[src/rtl/pipe_ctrl_if.sv]
// ----------------------------------------------------------------------------
// pipe_ctrl_if
//
// Bundles the pipeline-control signals exchanged between the pipeline stages
// and the central pipeline controller (pipe_ctrl).
//
// Requests (pipeline -> controller):
//   stallreq_if_i     fetch not ready
//   stallreq_id_i     load-use hazard
//   stallreq_ex_i     multi-cycle EX operation busy
//   stallreq_mem_i    data bus wait
//   ex_branch_flag_i  EX resolved a taken branch/jump this cycle
//   trap_req_i        MEM stage raises exception, interrupt or mret
//   trap_pc_i         redirect target, valid with trap_req_i
//
// Controls (controller -> pipeline):
//   stalled           per-stage stop: 0 pc, 1 if_id, 2 id_ex, 3 ex_mem,
//                     4 mem_wb, 5 wb
//   flush             per-stage kill, same bit mapping
//   new_pc_o          trap redirect target (registered)
//   new_pc_valid_o    one-cycle redirect strobe (registered)
//   stall_timeout_o   sticky stall watchdog flag
//
// Modports:
//   master  pipeline side (drives requests, consumes controls)
//   slave   controller side (consumes requests, drives controls)
// ----------------------------------------------------------------------------
interface pipe_ctrl_if;
    logic        stallreq_if_i;
    logic        stallreq_id_i;
    logic        stallreq_ex_i;
    logic        stallreq_mem_i;
    logic        ex_branch_flag_i;
    logic        trap_req_i;
    logic [31:0] trap_pc_i;

    logic [5:0]  stalled;
    logic [5:0]  flush;
    logic [31:0] new_pc_o;
    logic        new_pc_valid_o;
    logic        stall_timeout_o;

    modport master (
        output stallreq_if_i,
        output stallreq_id_i,
        output stallreq_ex_i,
        output stallreq_mem_i,
        output ex_branch_flag_i,
        output trap_req_i,
        output trap_pc_i,
        input  stalled,
        input  flush,
        input  new_pc_o,
        input  new_pc_valid_o,
        input  stall_timeout_o
    );

    modport slave (
        input  stallreq_if_i,
        input  stallreq_id_i,
        input  stallreq_ex_i,
        input  stallreq_mem_i,
        input  ex_branch_flag_i,
        input  trap_req_i,
        input  trap_pc_i,
        output stalled,
        output flush,
        output new_pc_o,
        output new_pc_valid_o,
        output stall_timeout_o
    );
endinterface

[src/rtl/pipe_ctrl.sv]
// ----------------------------------------------------------------------------
// pipe_ctrl
//
// Central pipeline controller. Produces the per-stage stall and flush vectors
// for the pc, if_id, id_ex, ex_mem, mem_wb and wb registers.
//   - Stall requests are resolved by priority (mem > ex > id > if); every
//     stage upstream of the requester is stopped, the next one takes a bubble.
//   - A taken branch in EX flushes if_id and id_ex. If ex_mem is frozen that
//     cycle the flush is remembered and applied on the first unfrozen cycle.
//   - A trap from MEM waits for the data bus to drain, flushes stages 1..4 for
//     one cycle and issues a registered one-cycle PC redirect.
//   - A watchdog counts consecutive cycles with the pc stage stopped and sets
//     a sticky flag when STALL_TIMEOUT is reached.
//
// Parameters:
//   STALL_TIMEOUT  consecutive stalled cycles before the watchdog trips
//                  (1..65535)
//
// Ports:
//   clk   system clock
//   rst   synchronous, active-high reset
//   bus   pipe_ctrl_if.slave: stall/branch/trap requests in, stalled/flush,
//         redirect and watchdog flag out
//
// stalled/flush are combinational from the requests and the registered state
// (the pipeline registers act on the same edge); all other outputs are
// registered.
// ----------------------------------------------------------------------------
module pipe_ctrl #(
    parameter int unsigned STALL_TIMEOUT = 1024
) (
    input  logic        clk,
    input  logic        rst,
    pipe_ctrl_if.slave  bus
);

    typedef enum logic [1:0] {
        ST_IDLE  = 2'd0,
        ST_DRAIN = 2'd1,
        ST_FLUSH = 2'd2
    } trap_state_e;

    // Stall patterns: every stage up to and including the requester's input
    // register is stopped.
    localparam logic [5:0] STALL_NONE   = 6'b000000;
    localparam logic [5:0] STALL_IF     = 6'b000011;
    localparam logic [5:0] STALL_ID     = 6'b000111;
    localparam logic [5:0] STALL_EX     = 6'b001111;
    localparam logic [5:0] STALL_MEM    = 6'b011111;

    // Branch kills the two younger instructions (if_id, id_ex); a trap kills
    // everything between fetch and writeback.
    localparam logic [5:0] FLUSH_NONE   = 6'b000000;
    localparam logic [5:0] FLUSH_BRANCH = 6'b000110;
    localparam logic [5:0] FLUSH_TRAP   = 6'b011110;

    localparam logic [15:0] WD_LIMIT    = 16'(STALL_TIMEOUT);
    localparam logic [15:0] WD_MAX      = 16'hFFFF;

    // ------------------------------------------------------------------------
    // State
    // ------------------------------------------------------------------------
    trap_state_e state_q;
    trap_state_e state_d;
    logic        br_pend_q;
    logic        br_pend_d;
    logic [31:0] trap_pc_q;
    logic [31:0] trap_pc_d;
    logic [15:0] wd_cnt_q;
    logic [31:0] new_pc_q;
    logic        new_pc_valid_q;
    logic        stall_timeout_q;

    // ------------------------------------------------------------------------
    // Combinational decisions
    // ------------------------------------------------------------------------
    logic [5:0]  stall_prio;
    logic [5:0]  stalled_c;
    logic [5:0]  flush_c;
    logic        redirect;
    logic [31:0] redirect_pc;
    logic [15:0] wd_cnt_inc;

    // Priority resolution of the raw stall requests (used in IDLE).
    always_comb begin
        if (bus.stallreq_mem_i) begin
            stall_prio = STALL_MEM;
        end else if (bus.stallreq_ex_i) begin
            stall_prio = STALL_EX;
        end else if (bus.stallreq_id_i) begin
            stall_prio = STALL_ID;
        end else if (bus.stallreq_if_i) begin
            stall_prio = STALL_IF;
        end else begin
            stall_prio = STALL_NONE;
        end
    end

    // Trap FSM next state plus stall/flush/redirect decisions.
    always_comb begin
        // NOTE: every signal written here gets a default first, so no path
        // through the case statement can leave one unassigned (no latches).
        state_d     = state_q;
        br_pend_d   = br_pend_q;
        trap_pc_d   = trap_pc_q;
        stalled_c   = STALL_NONE;
        flush_c     = FLUSH_NONE;
        redirect    = 1'b0;
        redirect_pc = trap_pc_q;

        case (state_q)
            ST_IDLE: begin
                stalled_c = stall_prio;
                if (bus.trap_req_i) begin
                    // The trap flush supersedes any branch flush, so neither a
                    // new nor a pending branch flush is applied this cycle;
                    // br_pend is dropped when FLUSH is reached.
                    trap_pc_d = bus.trap_pc_i;
                    if (bus.stallreq_mem_i) begin
                        state_d = ST_DRAIN;
                    end else begin
                        state_d     = ST_FLUSH;
                        redirect    = 1'b1;
                        redirect_pc = bus.trap_pc_i;
                    end
                end else if (bus.ex_branch_flag_i || br_pend_q) begin
                    // The branch flush must not hit if_id/id_ex while ex_mem is
                    // frozen (the branch is still sitting in EX); defer it.
                    if (stall_prio[3]) begin
                        br_pend_d = 1'b1;
                    end else begin
                        flush_c   = FLUSH_BRANCH;
                        br_pend_d = 1'b0;
                    end
                end
            end

            ST_DRAIN: begin
                // Hold everything below WB until the outstanding bus access
                // completes; lower-priority requests are irrelevant here.
                stalled_c = STALL_MEM;
                if (!bus.stallreq_mem_i) begin
                    state_d  = ST_FLUSH;
                    redirect = 1'b1;
                end
            end

            ST_FLUSH: begin
                flush_c   = FLUSH_TRAP;
                br_pend_d = 1'b0;
                state_d   = ST_IDLE;
            end

            default: begin
                state_d = ST_IDLE;
            end
        endcase

        // Pipeline registers are being reset themselves; keep controls quiet.
        if (rst) begin
            stalled_c = STALL_NONE;
            flush_c   = FLUSH_NONE;
        end
    end

    // Saturating increment for the watchdog counter.
    assign wd_cnt_inc = (wd_cnt_q == WD_MAX) ? WD_MAX : wd_cnt_q + 16'd1;

    // ------------------------------------------------------------------------
    // Registers
    // ------------------------------------------------------------------------
    // NOTE: sequential state uses non-blocking assignments so every register
    // samples the pre-edge values, independent of statement order.
    always_ff @(posedge clk) begin
        if (rst) begin
            state_q         <= ST_IDLE;
            br_pend_q       <= 1'b0;
            trap_pc_q       <= 32'h0;
            wd_cnt_q        <= 16'h0;
            new_pc_q        <= 32'h0;
            new_pc_valid_q  <= 1'b0;
            stall_timeout_q <= 1'b0;
        end else begin
            state_q   <= state_d;
            br_pend_q <= br_pend_d;
            trap_pc_q <= trap_pc_d;

            // Redirect is loaded on the edge that enters FLUSH, so the strobe
            // is visible during the FLUSH cycle; the target is held afterwards.
            new_pc_valid_q <= redirect;
            if (redirect) begin
                new_pc_q <= redirect_pc;
            end

            // Watchdog: count consecutive cycles with the pc stage stopped.
            if (stalled_c[0]) begin
                wd_cnt_q <= wd_cnt_inc;
                if (wd_cnt_inc >= WD_LIMIT) begin
                    stall_timeout_q <= 1'b1;
                end
            end else begin
                wd_cnt_q <= 16'h0;
            end
        end
    end

    // ------------------------------------------------------------------------
    // Outputs
    // ------------------------------------------------------------------------
    assign bus.stalled         = stalled_c;
    assign bus.flush           = flush_c;
    assign bus.new_pc_o        = new_pc_q;
    assign bus.new_pc_valid_o  = new_pc_valid_q;
    assign bus.stall_timeout_o = stall_timeout_q;

endmodule

[src/flat_wrapper.sv]
// flat-port wrapper written by rule: the top's interface ports become plain ports
module pipe_ctrl_flat 
#(
    parameter int unsigned STALL_TIMEOUT = 1024
)
  (clk, rst, bus_stallreq_if_i, bus_stallreq_id_i, bus_stallreq_ex_i, bus_stallreq_mem_i, bus_ex_branch_flag_i, bus_trap_req_i, bus_trap_pc_i, bus_stalled, bus_flush, bus_new_pc_o, bus_new_pc_valid_o, bus_stall_timeout_o);
  pipe_ctrl_if bus_i ();
  input  logic clk;
  input  logic rst;
  input wire logic [$bits(bus_i.stallreq_if_i)-1:0] bus_stallreq_if_i;
  input wire logic [$bits(bus_i.stallreq_id_i)-1:0] bus_stallreq_id_i;
  input wire logic [$bits(bus_i.stallreq_ex_i)-1:0] bus_stallreq_ex_i;
  input wire logic [$bits(bus_i.stallreq_mem_i)-1:0] bus_stallreq_mem_i;
  input wire logic [$bits(bus_i.ex_branch_flag_i)-1:0] bus_ex_branch_flag_i;
  input wire logic [$bits(bus_i.trap_req_i)-1:0] bus_trap_req_i;
  input wire logic [$bits(bus_i.trap_pc_i)-1:0] bus_trap_pc_i;
  output wire logic [$bits(bus_i.stalled)-1:0] bus_stalled;
  output wire logic [$bits(bus_i.flush)-1:0] bus_flush;
  output wire logic [$bits(bus_i.new_pc_o)-1:0] bus_new_pc_o;
  output wire logic [$bits(bus_i.new_pc_valid_o)-1:0] bus_new_pc_valid_o;
  output wire logic [$bits(bus_i.stall_timeout_o)-1:0] bus_stall_timeout_o;
  assign bus_i.stallreq_if_i = bus_stallreq_if_i;
  assign bus_i.stallreq_id_i = bus_stallreq_id_i;
  assign bus_i.stallreq_ex_i = bus_stallreq_ex_i;
  assign bus_i.stallreq_mem_i = bus_stallreq_mem_i;
  assign bus_i.ex_branch_flag_i = bus_ex_branch_flag_i;
  assign bus_i.trap_req_i = bus_trap_req_i;
  assign bus_i.trap_pc_i = bus_trap_pc_i;
  assign bus_stalled = bus_i.stalled;
  assign bus_flush = bus_i.flush;
  assign bus_new_pc_o = bus_i.new_pc_o;
  assign bus_new_pc_valid_o = bus_i.new_pc_valid_o;
  assign bus_stall_timeout_o = bus_i.stall_timeout_o;
  pipe_ctrl #(.STALL_TIMEOUT(STALL_TIMEOUT)) u_core (.clk(clk), .rst(rst), .bus(bus_i));
endmodule
[config.mk]
export PLATFORM = sky130hd
export DESIGN_NAME = pipe_ctrl_flat
export DESIGN_NICKNAME = d
export VERILOG_FILES = /design/src/rtl/pipe_ctrl_if.sv /design/src/rtl/pipe_ctrl.sv /design/src/flat_wrapper.sv
export SDC_FILE = /design/constraint.sdc
export NUM_CORES = 1
export LEC_CHECK = 0
export ABC_CLOCK_PERIOD_IN_PS = 2100
export CAP_MARGIN = 20
export CELL_PAD_IN_SITES_DETAIL_PLACEMENT = 2
export CELL_PAD_IN_SITES_GLOBAL_PLACEMENT = 2
export CORE_ASPECT_RATIO = 2
export CORE_MARGIN = 2
export CORE_UTILIZATION = 28
export DETAILED_ROUTE_END_ITERATION = 16
export PLACE_DENSITY_LB_ADDON = 0.1
export SYNTH_ARGS = -nofsm -noshare
export SYNTH_HDL_FRONTEND = slang
export SYNTH_SLANG_ARGS = --single-unit
[constraint.sdc]
create_clock -name clk -period 2.1 [get_ports clk]
set_input_delay 0.315 -clock clk [delete_from_list [all_inputs] [get_ports clk]]
set_output_delay 0.315 -clock clk [all_outputs]
set_load 0.005 [all_outputs]
==> flow_summary.json <==
{
  "status": "completed",
  "initialDrtViolationCount": 78,
  "use_met1_pct": 17.74,
  "combPwrFrac_pct": 11.7,
  "holdPathStages": 3,
  "root_buffer": "clkbuf_16",
  "die_area_um2": 13220,
  "hold_viol_final": 0,
  "rsz0062_at_grt": "no",
  "worstPathArrival_ns": 1.73,
  "crit_slowest_cell": "or4_4",
  "grt_max_degree": 66,
  "yosys-top-cells-area": "dfxtp_1 (50%), a21oi_1 (11%), nand2_1 (11%)",
  "overflow": 0,
  "critPathTopFamily": "simple AND/OR/NAND/NOR gates",
  "slowest_delay_ns": 0.55,
  "grt_pass1_wl_um": 18470,
  "fp-row-count": 57,
  "required_ns": 1.78,
  "yosysWarnings": 0,
  "regToRegEndpoint": "u_core.bus.stall_timeout_o",
  "final_core_util_pct": 39.77,
  "setup-tns-final_ns": 0,
  "worstHoldPathType": "primary input to flip-flop",
  "multi_input_area_um2": 1578,
  "drive_gt1_share_pct": 9.388,
  "final_cells": 637,
  "synth_cell_types": 37,
  "p_leak_nw": 1.685,
  "synth_adder_area_share_pct": 0.3644,
  "fillers": 1370,
  "core-area_um2": 12050,
  "synth_xor_area_share_pct": 2.041,
  "synth_edf_count": 0,
  "clkSinkCount": 85,
  "async_reset_ff_share_pct": 0,
  "grt_pass1_vias": 3691,
  "p_int_w": 0.003058,
  "ys_ff_latch": 85,
  "dp_hpwl_um": 7861,
  "seq_area_frac_synth_pct": 49.56,
  "seqPwrFrac_pct": 43.3,
  "busiest_layer": "met2",
  "io_pins": 86,
  "synth_ff_type": "dfxtp_1",
  "max_freq_mhz": 488.6,
  "crit_path_end_kind": "primary output",
  "fp.dieW_um": 82.30,
  "path_cells": "clkdlybuf4s50_1 -> or4_4 -> and2_1 -> dlygate4sd2_1",
  "fin_nets": 528,
  "muxShareOfSynthArea_pct": 1.458,
  "reg2reg_slack_ns": 0.30,
  "setup-violations-final": 0,
  "post-route-min-period_ns": 2.047,
  "drtPass1Iterations": 4,
  "powerDensity_nw_per_um2": 832.9,
  "antenna_found_initial": 0,
  "via_count": 3329,
  "vias_per_cell": 5.226,
  "ff2ff_path_depth": 7,
  "place.gp.congestion": 0.7090,
  "grt_use_total_pct": 18.47,
  "die_h_um": 160.6,
  "final-seq-area_um2": 1702,
  "final_area_um2": 4793,
  "synth_top_family_by_area": "compound AO/OA/AOI/OAI gates",
  "ant_nets": 0,
  "yosys.area.top_type": "dfxtp_1",
  "critPathLaunchType": "primary input",
  "avgSynthCellArea_um2": 8.273,
  "switching_share_pct": 23.42,
  "min_from": "rst",
  "syn_inst": 415,
  "p_clk_share_pct": 45.1,
  "ctsHoldBuffers": 0,
  "min_to": "u_core.state_q[1]",
  "fin_worst_skew_ns": 0.007257,
  "area_growth_pct": 39.61,
  "cts_tree": "yes",
  "worst_slew_pin_slew_ns": 0.7318,
  "clockBufferDepth": 2,
  "relSlewSlack_pct": 51.22,
  "met3_usage_pct": 3.652,
  "wirelength_um": 11480,
  "routedWlPerCell_um": 18.02,
  "placed_area_um2": 4452,
  "synth_compound_area_share_pct": 21.14,
  "yosysMostFrequentCell": "nand2_1",
  "clk_latency_ns": 0.34,
  "cts.htree.levels": 3,
  "drv_cap": 0,
  "drcViolationCount": 0,
  "power.switching_w": 0.0009349,
  "synth-simple-area-share_pct": 19.50,
  "path_max_fanout": 3,
  "critPathBufInv": 2,
  "port_buffers": 82,
  "synth_common_cells": "nand2_1 (102), dfxtp_1 (85), a21oi_1 (77), o221ai_1 (32), clkbuf_1 (26)",
  "syn_area_um2": 3433,
  "period_share_pct": 97.47,
  "regToRegStartpoint": "u_core.wd_cnt_q[0]",
  "netlist.area_leader.share_pct": 49.56,
  "cts_buffers": 9,
  "start_util_pct": 28.49,
  "grtUsageMet2_pct": 36.11,
  "report.final.slew_viol_count": 0,
  "irDropWorstVdd_uv": 459.7,
  "dp_cells": 623,
  "diodes": 0,
  "clkSlewWorstSetupHoldPaths_ns": 0.06,
  "crit_type": "primary input to primary output"
}
==> state kept, by name (all words and copies together) (netlist names) <==
register,cells
u_core.br_pend_q,1
u_core.wd_cnt_q,16
u_core.bus.new_pc_valid_o,1
u_core.trap_pc_q,32
u_core.bus.stall_timeout_o,1
u_core.bus.new_pc_o,32
u_core.state_q,2
==> through the flow <==
step	setup slack [ns]	hold slack (ns)	power, W
global placement	-0.3982	0.4392	0.002221
CTS	-0.01592	0.3550	0.004058
global route	0.004017	0.3761	0.004166
floorplan	0.1412	0.4362	0.001967
detailed placement	-0.4123	0.4503	0.002244
finish	0.05319	0.3584	0.003992
==> how the worst max path moves through the flow <==
stage                 startpoint             end  slack [ns]  cells after the start
4_1_cts        bus_stallreq_id_i  bus_stalled[0]       -0.02                      5
3_3_place_gp   bus_stallreq_ex_i  bus_stalled[0]       -0.40                      5
3_5_place_dp   bus_stallreq_ex_i  bus_stalled[0]       -0.41                      5
6_report       bus_stallreq_ex_i  bus_stalled[2]        0.05                      4
2_1_floorplan  u_core.state_q[0]  bus_stalled[1]        0.14                      6
5_1_grt        bus_stallreq_ex_i  bus_stalled[2]       0.004                      4
==> metal layers <==
metal  part of all wire [%]  up-vias
met3                    3.4       15
li1                       -     1583
met2                     60       48
met1                     34     1683
met4                    2.5        0
met5                      0        -
==> logic make-up (layout without fill, tap and decap cells) <==
group	Yosys count	count (layout)
xor+xnor	8	8
buf+inv	45	118
other cells	1	3
flops	85	85
mux	5	5
fa+ha+maj	1	1
compound gates	117	117
simple gates	153	153
==> tightest hold or removal path: stages <==
cell	delay (ns)
buf_2	0.13
buf_4	0.16
nor2_1	0.04
==> cells in the final DEF, fill, tap and decap left out, drive strengths merged, types with 2 or more instances in the layout <==
cell type / n
and2: 2
nor3: 8
o21ai: 3
xor2: 4
dfxtp: 85
and3: 2
xnor2: 4
dlygate4sd2: 4
mux2i: 5
o221ai: 32
nor2: 17
or2: 2
nand4: 5
inv: 7
nand2b: 2
conb: 3
bufinv: 3
a21oi: 77
clkbuf: 11
clkdlybuf4s50: 75
nand2: 102
buf: 17
nand3: 6
or4: 2
==> area by class of cell <==
cell class / count / share of cell area, %
Sequential cell: 85 / 35.50
Tap cell: 147 / 3.837
Clock buffer: 10 / 4.777
Inverter: 7 / 0.5482
Multi-Input combinational cell: 287 / 32.92
Timing Repair Buffer: 97 / 20.36
Clock inverter: 4 / 2.062
==> power by group through the flow <==
stage                     registers [W]  clock network (W)  logic, W
after floorplan                 0.00175                  0  0.000212
after global placement          0.00176                  0  0.000463
after detailed placement        0.00176                  0  0.000480
after CTS                       0.00173            0.00185  0.000481
after global routing            0.00174            0.00191  0.000518
final                           0.00173            0.00180  0.000466
==> timing repair <==
action	CTS	global route
setup buffers	0	0
endpoints found under the setup margin	5	8
pin swaps	2	2
gates resized for setup	16	2
No activity file was read; power rests on OpenSTA's default activity.
